`src/rtl/pipe_hazard_ctrl.sv`:
```
// Hazard/flush sequencer: 3-entry write scoreboard (EX/MEM/WB), RAW stall and post-redirect squash.
// Latency: pc_hold/bubble combinational from state + ID inputs; silence registered (cycle after redirect).
// Backpressure: pc_hold freezes PC and IF/ID; optional forwarding selects under PIPE_HAZARD_FWD_EN.
module pipe_hazard_ctrl #(
    parameter int REG_AWIDTH  = 4,
    parameter int FLUSH_DEPTH = 2,
    parameter int CNT_WIDTH   = 16
) (
    input  logic                  clk,
    input  logic                  rst,
    input  logic                  id_valid,
    input  logic [REG_AWIDTH-1:0] id_rs_addr,
    input  logic                  id_rs_used,
    input  logic [REG_AWIDTH-1:0] id_rt_addr,
    input  logic                  id_rt_used,
    input  logic [REG_AWIDTH-1:0] id_wb_addr,
    input  logic                  id_wr,
    input  logic                  id_is_load,
    input  logic                  ex_redirect,
    output logic                  pc_hold,
    output logic                  bubble,
    output logic                  silence,
    output logic [CNT_WIDTH-1:0]  stall_cnt
`ifdef PIPE_HAZARD_FWD_EN
    ,
    output logic [1:0]            fwd_rs_sel,
    output logic [1:0]            fwd_rt_sel
`endif
);

    typedef struct packed {
        logic                  vld;
        logic [REG_AWIDTH-1:0] addr;
        logic                  is_load;
    } sb_t;

    typedef enum logic {RUN, FLUSH} state_e;

    // index 0 = EX, 1 = MEM, 2 = WB
    sb_t                 sb_q [3];
    sb_t                 sb_d [3];
    state_e              state_q, state_d;
    logic [1:0]          flush_cnt_q, flush_cnt_d;
    logic [CNT_WIDTH-1:0] stall_cnt_q, stall_cnt_d;

    logic [2:0] rs_hit, rt_hit;
    logic       hazard;

    always_comb begin
        rs_hit = '0;
        rt_hit = '0;
        for (int i = 0; i < 3; i++) begin
            rs_hit[i] = sb_q[i].vld && (sb_q[i].addr == id_rs_addr) && (id_rs_addr != '0);
            rt_hit[i] = sb_q[i].vld && (sb_q[i].addr == id_rt_addr) && (id_rt_addr != '0);
        end
    end

`ifdef PIPE_HAZARD_FWD_EN
    // Only a load still in EX cannot be forwarded in time.
    assign hazard = id_valid && sb_q[0].is_load &&
                    ((id_rs_used && rs_hit[0]) || (id_rt_used && rt_hit[0]));

    function automatic logic [1:0] fwd_sel(input logic [2:0] hit);
        if (hit[0])      return 2'b01;
        else if (hit[1]) return 2'b10;
        else if (hit[2]) return 2'b11;
        else             return 2'b00;
    endfunction

    assign fwd_rs_sel = fwd_sel(rs_hit);
    assign fwd_rt_sel = fwd_sel(rt_hit);
`else
    // WB is included: the register file has no write-through.
    assign hazard = id_valid && ((id_rs_used && (|rs_hit)) || (id_rt_used && (|rt_hit)));
`endif

    // FSM: state register
    always_ff @(posedge clk or posedge rst) begin
        if (rst) begin
            state_q     <= RUN;
            flush_cnt_q <= '0;
        end else begin
            state_q     <= state_d;
            flush_cnt_q <= flush_cnt_d;
        end
    end

    // FSM: next state; a redirect seen during FLUSH is ignored
    always_comb begin
        state_d     = state_q;
        flush_cnt_d = flush_cnt_q;
        case (state_q)
            RUN: begin
                if (ex_redirect) begin
                    state_d     = FLUSH;
                    flush_cnt_d = 2'(FLUSH_DEPTH);
                end
            end
            FLUSH: begin
                flush_cnt_d = flush_cnt_q - 2'd1;
                if (flush_cnt_q == 2'd1) state_d = RUN;
            end
            default: state_d = RUN;
        endcase
    end

    // FSM: outputs; redirect beats stall so the PC takes the new target
    always_comb begin
        pc_hold = 1'b0;
        bubble  = 1'b0;
        case (state_q)
            RUN: begin
                if (ex_redirect) begin
                    bubble = 1'b1;
                end else if (hazard) begin
                    pc_hold = 1'b1;
                    bubble  = 1'b1;
                end
            end
            FLUSH:   bubble = 1'b1;
            default: ;
        endcase
    end

    assign silence   = (state_q == FLUSH);
    assign stall_cnt = stall_cnt_q;

    always_comb begin
        sb_d[0].vld     = id_valid && id_wr && !bubble;
        sb_d[0].addr    = id_wb_addr;
        sb_d[0].is_load = id_is_load;
        sb_d[1]         = sb_q[0];
        sb_d[2]         = sb_q[1];
        stall_cnt_d     = stall_cnt_q;
        if (pc_hold && !(&stall_cnt_q)) stall_cnt_d = stall_cnt_q + 1'b1;
    end

    always_ff @(posedge clk or posedge rst) begin
        if (rst) begin
            for (int i = 0; i < 3; i++) sb_q[i] <= '0;
            stall_cnt_q <= '0;
        end else begin
            for (int i = 0; i < 3; i++) sb_q[i] <= sb_d[i];
            stall_cnt_q <= stall_cnt_d;
        end
    end

    logic unused_ok;
    assign unused_ok = ^{sb_q[0].is_load, sb_q[1].is_load, sb_q[2].is_load};

endmodule

```
`config.mk`:
```
export PLATFORM = sky130hd
export DESIGN_NAME = pipe_hazard_ctrl
export DESIGN_NICKNAME = d
export VERILOG_FILES = /design/src/rtl/pipe_hazard_ctrl.sv
export SDC_FILE = /design/constraint.sdc
export NUM_CORES = 1
export LEC_CHECK = 0
export CAP_MARGIN = 0
export CORE_MARGIN = 3
export CORE_UTILIZATION = 40
export CTS_CLUSTER_DIAMETER = 150
export DETAILED_ROUTE_END_ITERATION = 8
export PLACE_DENSITY_LB_ADDON = 0.15
export SYNTH_ARGS = -nofsm -noshare
export SYNTH_HDL_FRONTEND = slang
export SYNTH_SLANG_ARGS = --single-unit
```
`constraint.sdc`:
```
create_clock -name clk -period 2.2 [get_ports clk]
set_input_delay 0.33 -clock clk [delete_from_list [all_inputs] [get_ports clk]]
set_output_delay 0.33 -clock clk [all_outputs]
set_load 0.03 [all_outputs]
```
* Word-level counts from Yosys, hierarchy flattened
Cells that the tools add are included.
** Storage, ports and cells
- Register bits after elaboration :: 34
- Input port bits :: 20
- Output and inout bits :: 19
- Logic and storage cells :: 56
** Cells by class
- Add/subtract/negate cells :: 2
- Equal/unequal tests :: 8
- Mux-type cells :: 10
- Bitwise gates (word level) :: 1
- Reduce and logical (&&, ||, !) cells :: 26
** Operators with widths (number)
- $eq 4x4->1 :: 6
- $logic_and 1x1->1 :: 18
- $add 16x1->16 const B :: 1
- $reduce_and 16->1 :: 1
- $reduce_bool 4->1 :: 2
- $mux 1 :: 6
- $reduce_or 3->1 :: 2
- $pmux 1 s2 :: 2
- $pmux 2 s2 :: 1
- $eq 2x1->1 const B :: 1
- $logic_not 1->1 :: 2
- $mux 2 :: 1
- $ne 2x2->1 const B :: 1
- $sub 2x1->2 const B :: 1
- $logic_or 1x1->1 :: 1
- $not 1->1 :: 1

* Logic depth before layout (Yosys ltp)
Gate-level depths: netlist of the first run.
- Depth in word-level cells :: 12
- Depth in mapped cells :: 9
- Depth with buffers taken out :: 7

* Worst setup path before layout of the first run
No wires, ideal clock.
- Path kind :: reg2out
- From :: reg sb_d[2] (netlist name)
- To :: out bubble
- Data arrival time :: 2.066 ns
- Required time :: 1.870 ns
- Setup slack :: -0.196 ns
- Stages on the path, launching flop included :: 8
- Path buffers :: 2
- Path through :: dfrtp_1 > xor2_1 > nor4_1 > a31oi_1 > o2111a_1 > buf_6 > buf_4 > o21ai_0
** Between the ends
- Longest elaborated chain between the ends :: 10
- Elaborated cells on any way between the ends :: 15
- Classes of those cells :: eq/ne (2); mux (3); reduce/logical (10)
** RTL lines
- $eq 4x4->1 (on tied branches) :: line 53, 54
- $logic_and 1x1->1 (on tied branches) (2 in a row) :: line 53, 54
- $reduce_or 3->1 :: line 74 : assign hazard = id_valid && ((id_rs_used && (|rs_hit)) || (id_rt_used && (|rt_hit)));
- $logic_and 1x1->1 :: line 74
- $logic_or 1x1->1 (*) :: line 74
- $logic_and 1x1->1 (*) :: line 74
- $mux 1 (*) :: line 115 : end else if (hazard) begin
- $mux 1 (*) :: line 113 : if (ex_redirect) begin
- $pmux 1 s2 (*) :: line 111 : case (state_q)
- to (decl) :: line 21 : output logic bubble,
Mark *: on every way between the ends. The rest lies on a longest branch, timed or not.

* Final worst setup path of the first run
- From :: reg sb_d[1] (netlist name)
- To :: out pc_hold
** Between the ends
- Longest elaborated chain between the ends :: 10
- Elaborated cells on any way between the ends :: 15
- Classes of those cells :: eq/ne (2); mux (3); reduce/logical (10)
** RTL lines
- $eq 4x4->1 (on tied branches) :: line 53, 54
- $logic_and 1x1->1 (on tied branches) (2 in a row) :: line 53, 54
- $reduce_or 3->1 :: line 74
- $logic_and 1x1->1 :: line 74
- $logic_or 1x1->1 (*) :: line 74
- $logic_and 1x1->1 (*) :: line 74
- $mux 1 (*) :: line 115
- $mux 1 (*) :: line 113
- $mux 1 (*) :: line 111
- to (decl) :: line 20 : output logic pc_hold,
Marked as above.

==> results of run 1 <==
metal layers:
| layer | vias up | wire (um) | GRT usage (%) |
|---|---|---|---|
| met5 | - | 0 | 0 |
| met4 | 0 | 19 | 3.191 |
| met3 | 3 | 121 | 4.604 |
| met2 | 24 | 1870 | 24.22 |
| met1 | 635 | 1670 | 21.83 |
| li1 | 607 | - | - |
worst max-delay path by stage:
stage	start	endpoint	cells past startpoint
finish	sb_d[1]$_DFF_PP0_	pc_hold	7
global route	sb_d[1]$_DFF_PP0_	pc_hold	7
CTS	sb_d[3]$_DFF_PP0_	pc_hold	8
detailed placement	id_rt_addr[1]	stall_cnt[4]$_DFFE_PP0P_	8
global placement	id_rt_addr[0]	stall_cnt[4]$_DFFE_PP0P_	9
floorplan	sb_d[2]$_DFF_PP0_	bubble	7
power by group:
part | internal (W) | total [W] | switching (W) | leakage (nW)
clock | 0.000251 | 0.000475 | 0.000224 | 0.0472
sequential | 0.000670 | 0.000717 | 0.0000464 | 0.439
combinational | 0.000134 | 0.000276 | 0.000142 | 0.637
worst max-delay path, delay by kind of cell (launching register included):
| kind | cells | cell delay, ps |
|---|---|---|
| DFF | 1 | 430 |
| AOI/OAI and AO/OA | 2 | 350 |
| xor gates and xnor gates | 1 | 190 |
| buffers and inverters | 2 | 290 |
| and+or+nand+nor | 2 | 360 |
stage by stage:
| stage | utilization [%] | setup slack [ps] |
|---|---|---|
| 6_report | 61.54 | -34.80 |
| 5_1_grt | 61.54 | -116.5 |
| 4_1_cts | 59.45 | -52.61 |
| 3_5_place_dp | 55.98 | -416.9 |
| 3_3_place_gp | 55.98 | -347.7 |
| 2_1_floorplan | - | 35.46 |
timing repair:
item / 4_1_cts / 5_1_grt
pin swaps: 3 / 5
endpoints found under the setup margin: 11 / 12
hold buffers: 0 / 0
resized for setup: 15 / 12
setup buffers: 2 / 0
layout by cell type (no fill, tap or decap), types with 2 or more instances in the layout:
cell / Yosys / final
clkbuf_8: 0 / 6
nand2_1: 12 / 12
mux2_2: 2 / 2
xnor2_2: 2 / 2
nor4_4: 0 / 3
nand3_1: 6 / 6
and3_1: 3 / 3
ha_1: 2 / 2
buf_6: 2 / 3
nor2_1: 5 / 4
nor4b_4: 0 / 2
xor2_1: 25 / 25
inv_1: 4 / 4
nor3_1: 9 / 8
clkdlybuf4s50_1: 0 / 27
xnor2_1: 12 / 12
buf_4: 1 / 12
dfrtp_1: 34 / 34
nand4_1: 3 / 3
or4_4: 2 / 2
dlygate4sd2_1: 0 / 8
area by class of cell:
type	instances	area [um2]	share of cell area (%)
tap	48	60.06	2.550
clock buffer	6	82.58	3.507
timing repair buffer	50	464.2	19.71
multi-input combinational	104	869.6	36.93
inverter	4	15.01	0.6376
sequential	34	850.8	36.13
clock inverter	2	12.51	0.5313
kinds of logic after synthesis:
group	share of synthesized area, %
buffers and inverters	2.707
DFF	51.13
and+or+nand+nor	18.05
adders and majority gates	1.504
AOI/OAI and AO/OA	3.234
xor gates and xnor gates	21.43
muxes	1.955
registers in the layout, indices dropped and copies added (netlist names):
name and count:
stall_cnt 16, silence 1, flush_cnt_q 2, sb_d 10, sb_q 5
==> metrics, run 1 <==
status complete, but fails checks; failing checks setup timing; Post-synth EDFFs 0; HP Class register to register; slowest stage cell, crit path dfrtp_1; nature of the critical path endpoint output port; CTS tree yes; via count between 1k and 1.5k; # IOs 39; Cell Count, Final, Fillers Out approximately 250; r2r worst-path depth 7; worst-path fanout max 3; Num CTS Buffers 5; Vias/cell 5.117; width of the die between 70 and 80 um; fin. max-slew vios 0; Achievable Freq between 400 and 500 MHz; CTS Root Buffer Type clkbuf_8; number of antenna violations at the first check in global routing 0; capturing point of the worst reg2reg path stall_cnt[5]$_DFFE_PP0P_; DR pass1 iterations 4; Worst slew margin a little over 70%; pin count of the biggest net entering global routing 35; synthesis-stage register bit count 34; number of H-tree levels 2; DIE AREA 4970 um2; CTS clock-pin slew for the worst setup and hold paths roughly 70 ps; Die Span Y roughly 71 um; asr flop ratio synth 100.0%; GP Congestion roughly 0.85; RSZ-0062 raised after global routing true; Overflow after GRT 0; Total GRT Usage around 16%; Tot Pwr 0.001468 W; fin nets around 220; dpl cell area ~2100 um2; Area Overhead vs Synth 41.50%; cell area after layout about 2400 um2; count leader, synth dfrtp_1; Post-DP HPWL about 2700 um; post-synthesis cell area 1664 um2; clk_skew approximately 5.4 ps; worst hold start sb_d[5]$_DFF_PP0_; Worst path max stage delay roughly 430 ps; Distinct cells, synth 32; Least-Margin Pin Slew 432.1 ps; Synth top cells by count 34 x dfrtp_1, 25 x xor2_1, 12 x nand2_1, 12 x xnor2_1, 9 x nor3_1; Avg Synthesized Cell Area around 11 um2; crit path cell chain xor2_1 > nor4_2 > a31oi_1 > o2111a_2 > buf_6 > nor2b_1 > buf_4; post-synthesis cell count 145; Final period util 101.6%; CP arrival about 1900 ps; Hold Path End sb_q[5]$_DFF_PP0_; setup slack after layout -34.80 ps; Static Leak 1.123 nW; R2R Setup Slk around 20 ps; post-route ant nets 0; worst r2r src sb_d[1]$_DFF_PP0_; sequential area share after synthesis 51.13%; final hold vios 0; CP required ~1900 ps; Hold Path Depth 0; Synth area leader dfrtp_1; top cells by area, synth dfrtp_1 51%, xor2_1 13%, xnor2_1 6.3%; fraction of layout cells with a size suffix above 1 a little over a fifth; first-pass GRT wire length just over 6000 um; DRC viols 0; final wirelength ~3700 um; CTS sink count 34; number of global-route vias before repair ~1.3k; placed insts around 240; Syn Nets around 170; crit start category register; drt wl/cell roughly 15 um; # rows 22; most frequently used flop master after synthesis dfrtp_1; maxcap violations 0; Initial Util between 40% and 50%; core area between 3000 and 4000 um2; final hold slack roughly 410 ps; Final TNS setup -58.13 ps; post-layout min period approximately 2200 ps; DRT iter0 DRCs 32; Worst-Skew Late Latency between 200 and 300 ps; Worst Path Class, Setup register to output port; Clock Path Buffers 2; PwrDens 623.3 nW/um2; # setup viols final 2; Max VDD drop ~0.57 mV; Port Buffers 37; Filler cells about 290; antenna diode count 0; YS warnings 0; Synth top area share around half
Power figures use the tool's default switching activity.
==> inputs of run 2 (changes only) <==
Settings changed: MAX_ROUTING_LAYER set to met4.
==> metrics, run 2 (synthesis results as in run 1) <==
DRT iter0 DRCs 37; CTS Root Buffer Type clkbuf_8; failing checks setup timing; CTS tree yes; kind of cell adding the most delay to the critical path flip-flops; # IOs 39; via count between 1k and 1.5k; Filler cells between 200 and 300; crit start category register; pin count of the biggest net entering global routing 35; clock network fraction of design power 32.4%; Achievable Freq 447.5 MHz; Area Overhead vs Synth 41.50%; Psw between 0.0004 and 0.0005 W; Post-DP HPWL about 2700 um; fraction of layout cells with a size suffix above 1 21.50%; width of the die 70.50 um; GP Congestion between 0.8 and 0.9; CTS clock-pin slew for the worst setup and hold paths approximately 70 ps; Port Buffers 37; first-pass GRT wire length 6168 um; final hold vios 0; Least-Margin Pin Slew roughly 430 ps; Worst Path Class, Setup register to output port; most frequent cells in the layout 34 x dfrtp_1, 27 x clkdlybuf4s50_1, 25 x xor2_1; # rows 22; sequential share of power approximately half; Reg area 850.8 um2; Static Leak around 1.1 nW; RSZ-0062 raised after global routing true; antenna diode count 0; # setup viols final 2; setup slack after layout -34.73 ps; switch share between 20% and 30%; Worst slew margin 71.22%; slowest stage cell, crit path dfrtp_1; hold bufs inserted after CTS 0; worst-path fanout max 3; HP Class register to register; fin nets 221; clk_skew between 5 and 6 ps; Final Util slightly above 60%; CP required roughly 1900 ps; Max VDD drop roughly 0.57 mV; final hold slack between 400 and 500 ps; core area 3826 um2; fin. max-slew vios 0; Vias/cell approximately 5.1; maxcap violations 0; number of H-tree levels 2; cell-internal power around 0.0011 W; post-layout min period 2235 ps; Final period util 101.6%; PwrDens between 600 and 700 nW/um2; commonest non-fill, non-tap cell in the layout dfrtp_1; Num CTS Buffers 5; Initial Util between 40 and 50%; DIE AREA 4970 um2; Clock Path Buffers 2; Total GRT Usage 16.11%; DR pass1 iterations 4; post-route ant nets 0; buffers and inverters on the worst path 2; CTS sink count 34; crit path cell chain xor2_1 > nor4_2 > a31oi_1 > o2111a_2 > buf_6 > nor2b_1 > buf_4; drt wl/cell about 15 um; multi-input logic area around 870 um2; nature of the critical path endpoint output port; number of flip-flops under the largest register name 16; Die Span Y about 71 um; CP arrival approximately 1900 ps; DRC viols 0; number of global-route vias before repair about 1.3k; Worst-Skew Late Latency between 200 and 300 ps; number of antenna violations at the first check in global routing 0; Combinational Power Share a little under a fifth; Overflow after GRT 0; final wirelength 3680 um; Worst path max stage delay between 400 and 500 ps; status complete, but fails checks
==> run 2: area by class of cell <==
type                    instances  area share [%]
clock buffers                   6           3.507
repair buffers                 50           19.71
inverters                       4          0.6376
well taps                      48           2.550
clock inverters                 2          0.5313
multi-input cells             104           36.93
flip-flops and latches         34           36.13
==> run 2: path summary, 6_finish.rpt <==
| check | from | to | slack [ps] | cells after the start |
|---|---|---|---|---|
| max in group asynchronous | rst | sb_d[3]$_DFF_PP0_ | 1460 | 3 |
| worst min register to register | sb_d[5]$_DFF_PP0_ | sb_q[5]$_DFF_PP0_ | 410 | 0 |
| worst min-delay path | sb_d[5]$_DFF_PP0_ | sb_q[5]$_DFF_PP0_ | 410 | 0 |
| worst max-delay path | sb_d[1]$_DFF_PP0_ | pc_hold | -30 | 7 |
| min in group asynchronous | rst | sb_q[2]$_DFF_PP0_ | 430 | 3 |
| worst max register to register | sb_d[1]$_DFF_PP0_ | stall_cnt[5]$_DFFE_PP0P_ | 20 | 7 |
==> run 2: power groups by stage <==
| stage | clock (W) | combinational (W) | sequential (W) |
|---|---|---|---|
| 6_report | 0.000475 | 0.000276 | 0.000717 |
| 4_1_cts | 0.000494 | 0.000273 | 0.000716 |
| 2_1_floorplan | 0 | 0.000135 | 0.000737 |
| 3_5_place_dp | 0 | 0.000265 | 0.000728 |
| 5_1_grt | 0.000517 | 0.000306 | 0.000725 |
| 3_3_place_gp | 0 | 0.000249 | 0.000723 |
==> run 2: worst reg2reg max path, cell delays in order (launching register included) <==
cell      delay, ps
dfrtp_1         430
xor2_1          190
nor4_2          260
a31oi_1          70
o2111a_2        280
buf_4           150
or4_4           540
xnor2_2         140
==> run 2: timing repair <==
item	CTS	global route
resized for setup	15	12
setup endpoints to repair	11	12
buffers inserted	2	0
pin swaps	3	5
==> run 2: metal layers <==
layer	vias up	track usage (%)	wire, um
met2	24	24.22	1862
met1	634	21.92	1680
met4	0	3.191	25
met3	5	4.460	112
met5	-	-	0
li1	607	-	-
==> run 2: per-stage QoR <==
stage	area [um2]	total power [W]	setup slack, ps	TNS [ps]	cells
after floorplan	1664	0.0008720	35.46	0	145
after global placement	2142	0.0009725	-347.7	-4115	238
after detailed placement	2142	0.0009932	-416.9	-5039	238
after CTS	2275	0.001482	-52.61	-94.97	248
after global routing	2355	0.001549	-116.5	-324.3	248
final	2355	0.001468	-34.73	-57.98	248
